**src/rtl/img_pkg.sv**
```systemverilog
// Shared types and helpers for the image frame packer.
// Holds the default marker word, the packer state enum and the RGB565 to quad converter.
package img_pkg;

    localparam logic [31:0] MARK_WORD_DEF = 32'hFF00_0000;

    typedef enum logic [1:0] {
        SEEK,
        MARK,
        PIX
    } state_t;

    // RRRRRGGG_GGGBBBBB -> 00000000_RRRRR000_GGGGGG00_BBBBB000
    function automatic logic [31:0] rgb565_to_quad(input logic [15:0] d);
        return {8'h00, d[15:11], 3'b000, d[10:5], 2'b00, d[4:0], 3'b000};
    endfunction

endpackage

```
**src/rtl/img_frame_packer_if.sv**
```systemverilog
// Pixel-in / word-out handshake bundle of the frame packer.
// Ports: in_valid/in_ready/in_data/in_sync (pixel side), out_valid/out_ready/out_data/out_last (FIFO side).
interface img_frame_packer_if;

    logic        in_valid;
    logic        in_ready;
    logic [15:0] in_data;
    logic        in_sync;
    logic        out_valid;
    logic        out_ready;
    logic [31:0] out_data;
    logic        out_last;

    modport master (
        output in_valid, in_data, in_sync, out_ready,
        input  in_ready, out_valid, out_data, out_last
    );

    modport slave (
        input  in_valid, in_data, in_sync, out_ready,
        output in_ready, out_valid, out_data, out_last
    );

endinterface

```
**src/rtl/img_out_reg.sv**
```systemverilog
// Single-entry valid/ready output register carrying a 32-bit word plus a last flag.
// Ports: clk, reset, ld_valid/ld_data/ld_last (load side), out_ready, load_en, out_valid/out_data/out_last.
module img_out_reg (
    input  logic        clk,
    input  logic        reset,
    input  logic        ld_valid,
    input  logic [31:0] ld_data,
    input  logic        ld_last,
    input  logic        out_ready,
    output logic        load_en,
    output logic        out_valid,
    output logic [31:0] out_data,
    output logic        out_last
);

    // Register is free when empty or being drained this cycle.
    assign load_en = !out_valid || out_ready;

    always_ff @(posedge clk or posedge reset) begin
        if (reset) begin
            out_valid <= 1'b0;
            out_data  <= '0;
            out_last  <= 1'b0;
        end else if (load_en) begin
            out_valid <= ld_valid;
            out_last  <= ld_valid && ld_last;
            if (ld_valid) begin
                out_data <= ld_data;
            end
        end
    end

endmodule

```
**src/rtl/img_frame_packer.sv**
```systemverilog
// Packs an RGB565 pixel stream into framed 32-bit quad words with start marker and last tag.
// Ports: clk, reset, bus (slave handshake bundle), frame_count, drop_count, short_frame.
module img_frame_packer
    import img_pkg::*;
#(
    parameter int          WIDTH     = 640,
    parameter int          HEIGHT    = 480,
    parameter logic [31:0] MARK_WORD = MARK_WORD_DEF
) (
    input  logic               clk,
    input  logic               reset,
    img_frame_packer_if.slave  bus,
    output logic [15:0]        frame_count,
    output logic [15:0]        drop_count,
    output logic               short_frame
);

    localparam int NPIX = WIDTH * HEIGHT;
    localparam int CW   = $clog2(NPIX);

    state_t          state;
    state_t          state_nx;
    logic            sync_pend;
    logic [CW-1:0]   pix_cnt;
    logic            load_en;
    logic            rdy;
    logic            accept;
    logic            last_px;
    logic            ld_valid;
    logic [31:0]     ld_data;
    logic            ld_last;
    logic            clr_pend;
    logic            cnt_clr;
    logic            set_short;

    assign bus.in_ready = rdy;
    assign accept       = bus.in_valid && rdy;
    assign last_px      = (pix_cnt == CW'(NPIX - 1));

    always_comb begin
        state_nx  = state;
        rdy       = 1'b0;
        ld_valid  = 1'b0;
        ld_data   = MARK_WORD;
        ld_last   = 1'b0;
        clr_pend  = 1'b0;
        cnt_clr   = 1'b0;
        set_short = 1'b0;
        unique case (state)
            SEEK: begin
                rdy = !reset;
                if (sync_pend || bus.in_sync) begin
                    state_nx = MARK;
                end
            end
            MARK: begin
                if (load_en) begin
                    ld_valid = 1'b1;
                    clr_pend = 1'b1;
                    cnt_clr  = 1'b1;
                    state_nx = PIX;
                end
            end
            PIX: begin
                rdy = load_en && !sync_pend;
                if (sync_pend) begin
                    // New frame started before this one completed.
                    set_short = 1'b1;
                    state_nx  = MARK;
                end else if (accept) begin
                    ld_valid = 1'b1;
                    ld_data  = rgb565_to_quad(bus.in_data);
                    ld_last  = last_px;
                    if (last_px) begin
                        state_nx = SEEK;
                    end
                end
            end
            default: state_nx = SEEK;
        endcase
    end

    always_ff @(posedge clk or posedge reset) begin
        if (reset) begin
            state       <= SEEK;
            sync_pend   <= 1'b0;
            pix_cnt     <= '0;
            frame_count <= '0;
            drop_count  <= '0;
            short_frame <= 1'b0;
        end else begin
            state <= state_nx;
            // A sync coinciding with the marker load belongs to the next frame.
            if (bus.in_sync) begin
                sync_pend <= 1'b1;
            end else if (clr_pend) begin
                sync_pend <= 1'b0;
            end
            if (cnt_clr) begin
                pix_cnt <= '0;
            end else if (state == PIX && accept) begin
                pix_cnt <= pix_cnt + 1'b1;
            end
            if (bus.out_valid && bus.out_ready && bus.out_last) begin
                frame_count <= frame_count + 16'd1;
            end
            if (state == SEEK && accept && drop_count != 16'hFFFF) begin
                drop_count <= drop_count + 16'd1;
            end
            if (set_short) begin
                short_frame <= 1'b1;
            end
        end
    end

    img_out_reg u_out (
        .clk       (clk),
        .reset     (reset),
        .ld_valid  (ld_valid),
        .ld_data   (ld_data),
        .ld_last   (ld_last),
        .out_ready (bus.out_ready),
        .load_en   (load_en),
        .out_valid (bus.out_valid),
        .out_data  (bus.out_data),
        .out_last  (bus.out_last)
    );

endmodule

```
**src/flat_wrapper.sv**
```systemverilog
// flat-port wrapper written by rule: the top's interface ports become plain ports
module img_frame_packer_flat import img_pkg::*;
#(
    parameter int          WIDTH     = 640,
    parameter int          HEIGHT    = 480,
    parameter logic [31:0] MARK_WORD = MARK_WORD_DEF
)
  (clk, reset, frame_count, drop_count, short_frame, bus_in_valid, bus_in_data, bus_in_sync, bus_out_ready, bus_in_ready, bus_out_valid, bus_out_data, bus_out_last);
  img_frame_packer_if bus_i ();
  input  logic clk;
  input  logic reset;
  output logic [15:0] frame_count;
  output logic [15:0] drop_count;
  output logic short_frame;
  input wire logic [$bits(bus_i.in_valid)-1:0] bus_in_valid;
  input wire logic [$bits(bus_i.in_data)-1:0] bus_in_data;
  input wire logic [$bits(bus_i.in_sync)-1:0] bus_in_sync;
  input wire logic [$bits(bus_i.out_ready)-1:0] bus_out_ready;
  output wire logic [$bits(bus_i.in_ready)-1:0] bus_in_ready;
  output wire logic [$bits(bus_i.out_valid)-1:0] bus_out_valid;
  output wire logic [$bits(bus_i.out_data)-1:0] bus_out_data;
  output wire logic [$bits(bus_i.out_last)-1:0] bus_out_last;
  assign bus_i.in_valid = bus_in_valid;
  assign bus_i.in_data = bus_in_data;
  assign bus_i.in_sync = bus_in_sync;
  assign bus_i.out_ready = bus_out_ready;
  assign bus_in_ready = bus_i.in_ready;
  assign bus_out_valid = bus_i.out_valid;
  assign bus_out_data = bus_i.out_data;
  assign bus_out_last = bus_i.out_last;
  img_frame_packer #(.WIDTH(WIDTH), .HEIGHT(HEIGHT), .MARK_WORD(MARK_WORD)) u_core (.clk(clk), .reset(reset), .bus(bus_i), .frame_count(frame_count), .drop_count(drop_count), .short_frame(short_frame));
endmodule
```
**config.mk**
```make
export PLATFORM = sky130hd
export DESIGN_NAME = img_frame_packer_flat
export DESIGN_NICKNAME = d
export VERILOG_FILES = /design/src/rtl/img_pkg.sv /design/src/rtl/img_frame_packer_if.sv /design/src/rtl/img_out_reg.sv /design/src/rtl/img_frame_packer.sv /design/src/flat_wrapper.sv
export SDC_FILE = /design/constraint.sdc
export NUM_CORES = 1
export LEC_CHECK = 0
export ABC_AREA = 0
export BUFFER_PORTS_ARGS = -buffer_cell sky130_fd_sc_hd__buf_2
export CORE_MARGIN = 5
export CORE_UTILIZATION = 54
export DETAILED_ROUTE_END_ITERATION = 10
export PLACE_DENSITY = 0.81
export SYNTH_ARGS = -nofsm -noshare
export SYNTH_HDL_FRONTEND = slang
export SYNTH_SLANG_ARGS = --single-unit
export TNS_END_PERCENT = 10
```
**constraint.sdc**
```tcl
create_clock -name clk -period 2.6 [get_ports clk]
set_input_delay 0.39 -clock clk [delete_from_list [all_inputs] [get_ports clk]]
set_output_delay 0.39 -clock clk [all_outputs]
set_load 0.03 [all_outputs]
```
==> results of run 1 <==
cells in the mapped netlist, types with 5 or more instances:
| cell | number |
|---|---|
| nand3_1 | 17 |
| xnor2_1 | 31 |
| and3_1 | 7 |
| a22o_1 | 16 |
| nor2_1 | 27 |
| a211oi_1 | 5 |
| inv_1 | 7 |
| nand4_1 | 16 |
| mux2_2 | 5 |
| xor2_1 | 11 |
| dfrtp_1 | 74 |
| nand2_1 | 26 |
| ha_1 | 7 |
| a21oi_1 | 6 |
| buf_4 | 16 |
flip-flops by register name, summed over array words and instances (netlist names):
name                    flops
u_core.drop_count          16
u_core.frame_count         16
u_core.pix_cnt             19
u_core.short_frame          1
u_core.state                2
u_core.sync_pend            1
u_core.u_out.out_data      17
u_core.u_out.out_last       1
u_core.u_out.out_valid      1
power groups by stage:
stage | Combinational, mW | Clock, mW | Sequential [mW]
global placement | 1.17 | 0 | 1.43
global route | 1.30 | 0.881 | 1.44
floorplan | 0.795 | 0 | 1.64
CTS | 1.21 | 0.831 | 1.42
detailed placement | 1.21 | 0 | 1.44
finish | 1.20 | 0.820 | 1.42
layout make-up:
cell class	count	area share (%)
multi-input cells	239	39.74
flip-flops and latches	74	43.19
clock buffers	10	3.210
repair buffers	82	9.980
clock inverters	6	0.9338
well taps	80	2.334
inverters	7	0.6128
worst max-delay path, cell delays in order (launching register included):
cell,delay (ps)
dfrtp_1,400
inv_1,80
ha_1,310
nor2b_4,180
a21oi_2,320
inv_1,100
buf_2,200
metrics by stage:
stage | worst slack (ps) | instances
5_1_grt | 96.26 | 498
6_report | 268.7 | 498
3_5_place_dp | 329.8 | 482
3_3_place_gp | 420.5 | 482
2_1_floorplan | 328.4 | 343
4_1_cts | 285.0 | 498
layer usage:
metal	vias to the layer above	part of all wire [%]	wire, um
li1	1334	-	-
met1	1373	42	3326
met2	87	51	4099
met3	7	6.2	494
met4	0	0.88	70
met5	-	0	0
worst paths after layout:
| path | start | end | cells after the start |
|---|---|---|---|
| worst max-delay path | u_core.state[0] | bus_in_ready | 6 |
| min in group clk | bus_in_data[8] | u_core.u_out.out_data[13] | 2 |
| worst min register to register | u_core.frame_count[15] | u_core.frame_count[15] | 1 |
| max in group asynchronous | reset | u_core.frame_count[9] | 3 |
| worst min-delay path | reset | u_core.frame_count[10] | 2 |
| worst max register to register | u_core.state[0] | u_core.state[1] | 8 |
logic make-up (layout without fill, tap and decap cells):
family,Yosys count,in the layout,share of synthesized area (%)
AND/OR/NAND/NOR,127,127,19.24
flip-flops,74,74,49.51
AO/OA/AOI/OAI,49,49,11.58
XOR/XNOR,42,42,9.836
buffers and inverters,30,105,5.621
adder cells (fa/ha/maj),7,7,2.342
multiplexers,6,6,1.773
other,1,8,0.1003
==> run summary, run 1 <==
status -> finished clean
ys flop type -> dfrtp_1
CTS Buf Count -> 9
Comb power frac -> 34.9%
LEAKAGE -> 2.088 nW
share of post-route cells with drive strength above 1 -> 28.95%
Post-synth EDFFs -> 0
# hold bufs at CTS -> 0
setup violators final -> 0
Detailed Routing Iterations Pass 1 -> 4
DR WL/cell -> 16.05 um
total power -> 3.443 mW
fin area -> 0.004288 mm2
placed cell area -> 0.004110 mm2
grt met3 use -> 4.023%
worst hold path type -> in2async
RSZ-0062 raised after global routing -> false
setup_tns -> 0 ps
number of max-cap violations -> 0
clk_lat worst skew -> 350 ps
PostCTS Resize Cnt -> 0
fmax -> 428.9 MHz
Area Growth Syn to Fin -> 14.65%
Area contributors post-synth -> dfrtp_1 50%, xnor2_1 7.3%, a22o_1 3.7%
CTS tree -> yes
WP data required -> 2210 ps
Net count, final -> 441
Die ar. -> 0.008690 mm2
gr busiest metal -> met2
Period minus WS final -> 2331 ps
Mean Syn Cell Area -> 11.13 um2
Peak VDD IR -> 0.5799 mV
clock share of power -> 23.8%
synth warn -> 0
number of global-route vias before repair -> 2793
startpoint types -> flop
Final Hold Violating Endpoints -> 0
final core utilization -> 63.46%
Max Clock Skew -> 13.64 ps
most frequent cells in the layout -> 80 x buf_2, 74 x dfrtp_1, 31 x xnor2_1, 27 x nor2_1, 26 x nand2_1
largest area contributor in the netlist -> dfrtp_1
PwrDens -> 802.9 mW/mm2
ANT nets after route -> 0
Vias per Instance -> 5.624
Core ar. -> 0.006756 mm2
reg-to-reg setup timing slack -> 350 ps
Yosys top cell area share -> 49.51%
CTS root buf -> clkbuf_8
first-pass GRT wire length -> 13.32 mm
most common cell after layout, fill and taps aside -> buf_2
die width -> 93.22 um
crit share post-route -> 89.67%
largest net degree at the start of global routing -> 52
hold slack -> 92.29 ps
Flop pwr share -> 41.2%
number of distinct library cells after synthesis -> 57
CP max FO -> 9
Seq cells post-synth -> 74
Slew Viols, Final -> 0
worst-case clock buffer depth -> 2
Post-synth ARST share -> 100.0%
number of top-level pins -> 89
Global Route Usage Sum -> 19.18%
Reg clk slew, reported paths -> 90 ps
# DRC -> 0
layout filler cell count -> 548
Starting DRT DRC Count -> 135
Seq. cell area -> 0.001852 mm2
Net Sw Power -> 1.419 mW
grt met2 use -> 32.70%
Internal Power -> 2.024 mW
kind of critical path -> reg2out
GP Congestion -> 0.8937
grt ovf -> 0
Core Rows -> 30
die height -> 93.22 um
antenna violations before repair -> 0
Multi-input gate area -> 0.001704 mm2
met1 Usage GRT -> 23.76%
Via Count -> 2801
worst-margin pin slew -> 702.5 ps
clock sink count -> 74
Rel. slew slack -> 53.16%
Starting Density -> 55.35%
hpwl dp -> 5.827 mm
drt total wl -> 7.991 mm
PortBufs -> 80
Critical Path End Type -> primary output
H-tree Lvls -> 3
setup bufs post-CTS -> 0
WP data arrival -> 1940 ps
Ant. Diodes -> 0
Net Sw Frac -> 41.22%
post-synthesis cell count -> 336
Seq/Total Area, Yosys -> 49.51%
synthesized cell area -> 0.003740 mm2
Note: power is estimated with default switching activity, not from simulation.
==> run 2: changes to the inputs <==
Settings changed: CORE_UTILIZATION 54 to 58, PLACE_DENSITY 0.81 to 0.86.
Clock period 2.6 ns to 2.95 ns, I/O delays scaled along.
==> run 2 against run 1 <==
Effect of this change:
- sequential cell count unchanged
- worst hold slack better by 110 ps
- critical endpoint unchanged
- clock skew rose by 2.3 ps
- non-clock buffer count down 1
- highest routed layer unchanged
- clock power is 0.9% higher
- sequential share of layout area down 0.21 points
- cell count shrank 0.80%
- register-to-register slack better by 300 ps
- clock-buffer cell count unchanged
- worst setup slack improved by 300 ps
==> run summary, run 2 (same netlist as run 1, synthesis figures left out) <==
worst-margin pin slew -> 799.1 ps
LEAKAGE -> 2.094 nW
total power -> 3.123 mW
worst hold path type -> in2async
number of top-level pins -> 89
die height -> 90.30 um
PortBufs -> 80
hpwl dp -> 5.814 mm
reg-to-reg setup timing slack -> 650 ps
Final Hold Violating Endpoints -> 0
clock share of power -> 26.5%
Max Clock Skew -> 15.95 ps
CTS Buf Count -> 9
drt total wl -> 7.961 mm
most frequent cells in the layout -> 80 x buf_2, 74 x dfrtp_1, 31 x xnor2_1, 27 x nor2_1, 26 x nand2_1
Peak VDD IR -> 0.6689 mV
PwrDens -> 724.8 mW/mm2
crit share post-route -> 80.87%
# DRC -> 0
most common cell after layout, fill and taps aside -> buf_2
setup violators final -> 0
ANT nets after route -> 0
Slew Viols, Final -> 0
Starting DRT DRC Count -> 155
worst r2r path cells -> 7
RSZ-0062 raised after global routing -> false
kind of critical path -> reg2out
CP max FO -> 9
Net Sw Frac -> 40.22%
CTS root buf -> clkbuf_8
fmax -> 419.2 MHz
WP data required -> 2510 ps
CTS tree -> yes
first-pass GRT wire length -> 13.43 mm
Net Sw Power -> 1.256 mW
max reg flops -> 19
Vias per Instance -> 5.654
grt ovf -> 0
Global Route Usage Sum -> 19.72%
setup_tns -> 0 ps
Critical Path End Type -> primary output
startpoint types -> flop
antenna violations before repair -> 0
status -> finished clean
layout filler cell count -> 480
share of post-route cells with drive strength above 1 -> 28.78%
number of max-cap violations -> 0
Die ar. -> 0.008154 mm2
clk_lat worst skew -> 360 ps
Period minus WS final -> 2386 ps
setup bufs post-CTS -> 0
Area Growth Syn to Fin -> 15.22%
PostCTS Resize Cnt -> 0
WP data arrival -> 1940 ps
Flop pwr share -> 40.1%
GP Congestion -> 0.8716
clock sink count -> 74
H-tree Lvls -> 3
Core Rows -> 29
die width -> 90.30 um
worst-case clock buffer depth -> 2
Detailed Routing Iterations Pass 1 -> 4
Net count, final -> 440
Starting Density -> 59.24%
largest reg by FF count -> u_core.pix_cnt
Core ar. -> 0.006314 mm2
Ant. Diodes -> 0
largest net degree at the start of global routing -> 46
# hold bufs at CTS -> 0
hold slack -> 197.7 ps
biggest regs -> u_core.pix_cnt x19, u_core.u_out.out_data x17
DR WL/cell -> 16.12 um
Internal Power -> 1.867 mW
Comb power frac -> 33.4%
Reg clk slew, reported paths -> 90 ps
Rel. slew slack -> 46.57%
Via Count -> 2793
number of global-route vias before repair -> 2842
[run 2: changes by cell type in the layout (fill, tap and decap cells not counted), sizes merged]
cell,previous run,this run
buf,82,81
bufinv,0,1
clkinv,3,2
[run 2: final timing paths]
check                                             from                  endpoint
worst max-delay path                   u_core.state[0]              bus_in_ready
worst min-delay path                             reset      u_core.drop_count[8]
worst max register to register         u_core.state[0]     u_core.drop_count[12]
worst min register to register  u_core.frame_count[15]    u_core.frame_count[15]
max in group asynchronous                        reset     u_core.frame_count[8]
min in group clk                        bus_in_data[4]  u_core.u_out.out_data[7]
[run 2: worst max-delay path: stages, from the launching register on]
cell,delay [ps]
dfrtp_1,410
inv_1,80
ha_1,310
nor2b_4,180
a21oi_2,310
inv_1,100
buf_2,200
[run 2: cell type report]
type                    instances  area (um2)  share of cell area, %
flip-flops and latches         74        1852                  42.97
repair buffers                 81       420.4                  9.756
well taps                      77       96.34                  2.236
inverters                       7       26.28                 0.6098
clock buffers                  10       137.6                  3.194
multi-input cells             239        1704                  39.55
clock inverters                 6       72.57                  1.684
[run 2: power groups by stage]
stage	clock, mW	combinational (mW)	sequential [mW]
floorplan	0	0.701	1.45
global placement	0	1.02	1.26
detailed placement	0	1.05	1.27
CTS	0.839	1.05	1.25
global route	0.878	1.12	1.27
finish	0.827	1.04	1.25
[run 2: metrics by stage]
| step | instances | util, % | worst slack [ps] | area (um2) |
|---|---|---|---|---|
| CTS | 494 | 68.25 | 557.8 | 4309 |
| floorplan | 343 | - | 625.9 | 3766 |
| detailed placement | 478 | 64.92 | 664.3 | 4099 |
| global route | 494 | 68.25 | 442.0 | 4309 |
| finish | 494 | 68.25 | 564.4 | 4309 |
| global placement | 478 | 64.92 | 789.6 | 4099 |
[run 2: per-layer routing]
metal  vias up  global-route usage, %  routed length (um)
li1       1327                      -                   -
met1      1378                  24.96                3388
met2        80                  32.26                4030
met3         8                  6.417                 476
met4         0                  5.955                  66
met5         -                      0                   0
==> run 3: changes to the inputs <==
Settings changed: CORE_UTILIZATION 58 to 48, PLACE_DENSITY 0.86 to 0.76.
Clock period 2.95 ns to 2.1 ns, I/O delays scaled along.
==> run 3 against run 2 <==
Effect of this change:
- worst setup slack worse by 480 ps
- cell count grew 8.1%
- sequential share of layout area is 1.8 points lower
- sequential power rose by 41%
- combinational power rose by 63%
- clock-buffer cell count did not move
- critical path depth unchanged
- non-clock buffer count is 15 higher
- sequential cell count unchanged
- clock power rose by 32%
- largest cell class unchanged
- largest power group unchanged
==> run summary, run 3 (same netlist as run 1, synthesis figures left out) <==
Final WS setup -> 87.84 ps
CTS tree -> yes
worst hold path type -> in2async
number of max-cap violations -> 0
RSZ-0062 raised after global routing -> true
Die ar. -> 0.009657 mm2
kind of critical path -> reg2out
crit share post-route -> 95.82%
Ant. Diodes -> 0
Core Rows -> 32
Slew Viols, Final -> 0
clk_lat worst skew -> 350 ps
Starting DRT DRC Count -> 112
Final Hold Violating Endpoints -> 0
Peak VDD IR -> 0.6205 mV
ANT nets after route -> 0
drt total wl -> 8.275 mm
CP max FO -> 5
die height -> 98.27 um
hpwl dp -> 6.091 mm
grt ovf -> 0
DR WL/cell -> 15.50 um
largest reg by FF count -> u_core.pix_cnt
Critical Path End Type -> primary output
Finished Layout Cells -> 534
WP data required -> 1780 ps
number of top-level pins -> 89
DP Worst Slack -> 64.68 ps
share of post-route cells with drive strength above 1 -> 32.64%
Placed Instances -> 516
# hold bufs at CTS -> 0
Max Clock Skew -> 9.378 ps
H-tree Lvls -> 3
Via Count -> 2853
die width -> 98.27 um
clock sink count -> 74
most frequent cells in the layout -> 80 x buf_2, 74 x dfrtp_1, 31 x xnor2_1, 27 x nor2_1, 26 x nand2_1
Area Growth Syn to Fin -> 20.24%
Period minus WS final -> 2012 ps
antenna violations before repair -> 0
worst r2r src -> u_core.state[1]
Net count, final -> 455
most common cell after layout, fill and taps aside -> buf_2
Global Route Usage Sum -> 17.83%
setup violators final -> 0
GP Congestion -> 0.8932
Detailed Routing Iterations Pass 1 -> 4
PortBufs -> 80
PwrDens -> 1013 mW/mm2
first-pass GRT wire length -> 13.98 mm
number of global-route vias before repair -> 2810
largest net degree at the start of global routing -> 55
Starting Density -> 48.90%
biggest regs -> u_core.pix_cnt x19, u_core.u_out.out_data x17
fmax -> 497.0 MHz
max reg flops -> 19
Reg clk slew, reported paths -> 80 ps
setup_tns -> 0 ps
CTS root buf -> clkbuf_8
layout filler cell count -> 657
Vias per Instance -> 5.343
status -> finished clean
startpoint types -> flop
# DRC -> 0
WP data arrival -> 1700 ps
hold slack -> 25.99 ps
Core ar. -> 0.007647 mm2
critical path startpoint -> u_core.state[1]
final core utilization -> 58.80%
CTS Buf Count -> 9
LEAKAGE -> 2.157 nW
worst-case clock buffer depth -> 2
## run 3: cell types whose count changed in the layout (fill, tap and decap cells not counted), sizes merged
cell / delta
buf: +15
clkinv: +1
clkinvlp: +2
inv: -3
## run 3: cell type report
type / instances / area (um2) / share of cell area (%)
inverter: 7 / 30.03 / 0.6678
timing repair buffer: 96 / 545.5 / 12.13
tap: 102 / 127.6 / 2.838
clock buffer: 10 / 127.6 / 2.838
multi-input combinational: 239 / 1747 / 38.84
clock inverter: 6 / 67.56 / 1.503
sequential: 74 / 1852 / 41.18
## run 3: worst max-delay path, cell delays in order, from the launching register on
cell     delay [ps]
dfrtp_1         470
inv_2            90
ha_4            180
and2b_2         220
a21oi_4         150
inv_1            70
buf_2           180
## run 3: power by group
group	switching (mW)	leakage (nW)	internal, mW	total (mW)
Clock	0.543	0.0925	0.551	1.09
Sequential	0.167	1.01	1.59	1.76
Combinational	1.10	1.05	0.598	1.70
Total	1.81	2.16	2.74	4.55
## run 3: final timing paths
path | to | slack, ps | cells past startpoint
min | u_core.pix_cnt[0] | 30 | 2
max reg2reg | u_core.drop_count[9] | 120 | 9
min in group clk | u_core.u_out.out_data[3] | 180 | 2
max in group asynchronous | u_core.drop_count[11] | 1450 | 3
max | bus_in_ready | 90 | 6
min reg2reg | u_core.short_frame | 470 | 1
## run 3: metal layers
metal  part of all wire [%]  vias to the layer above  GRT usage (%)
met5                      0                        -              0
met3                    6.2                       12          5.500
li1                       -                     1365              -
met1                     42                     1388          23.37
met2                     50                       88          28.32
met4                    1.6                        0          5.882
## run 3: what timing repair did
item	4_1_cts	5_1_grt
pin swaps	0	1
setup endpoints to repair	1	16
setup buffers	1	1
resized for setup	1	10
## run 3: per-stage QoR
step | instance area, um2 | total power [mW]
floorplan | 3770 | 3.017
global placement | 4244 | 3.354
detailed placement | 4244 | 3.404
CTS | 4454 | 4.528
global route | 4497 | 4.818
finish | 4497 | 4.553
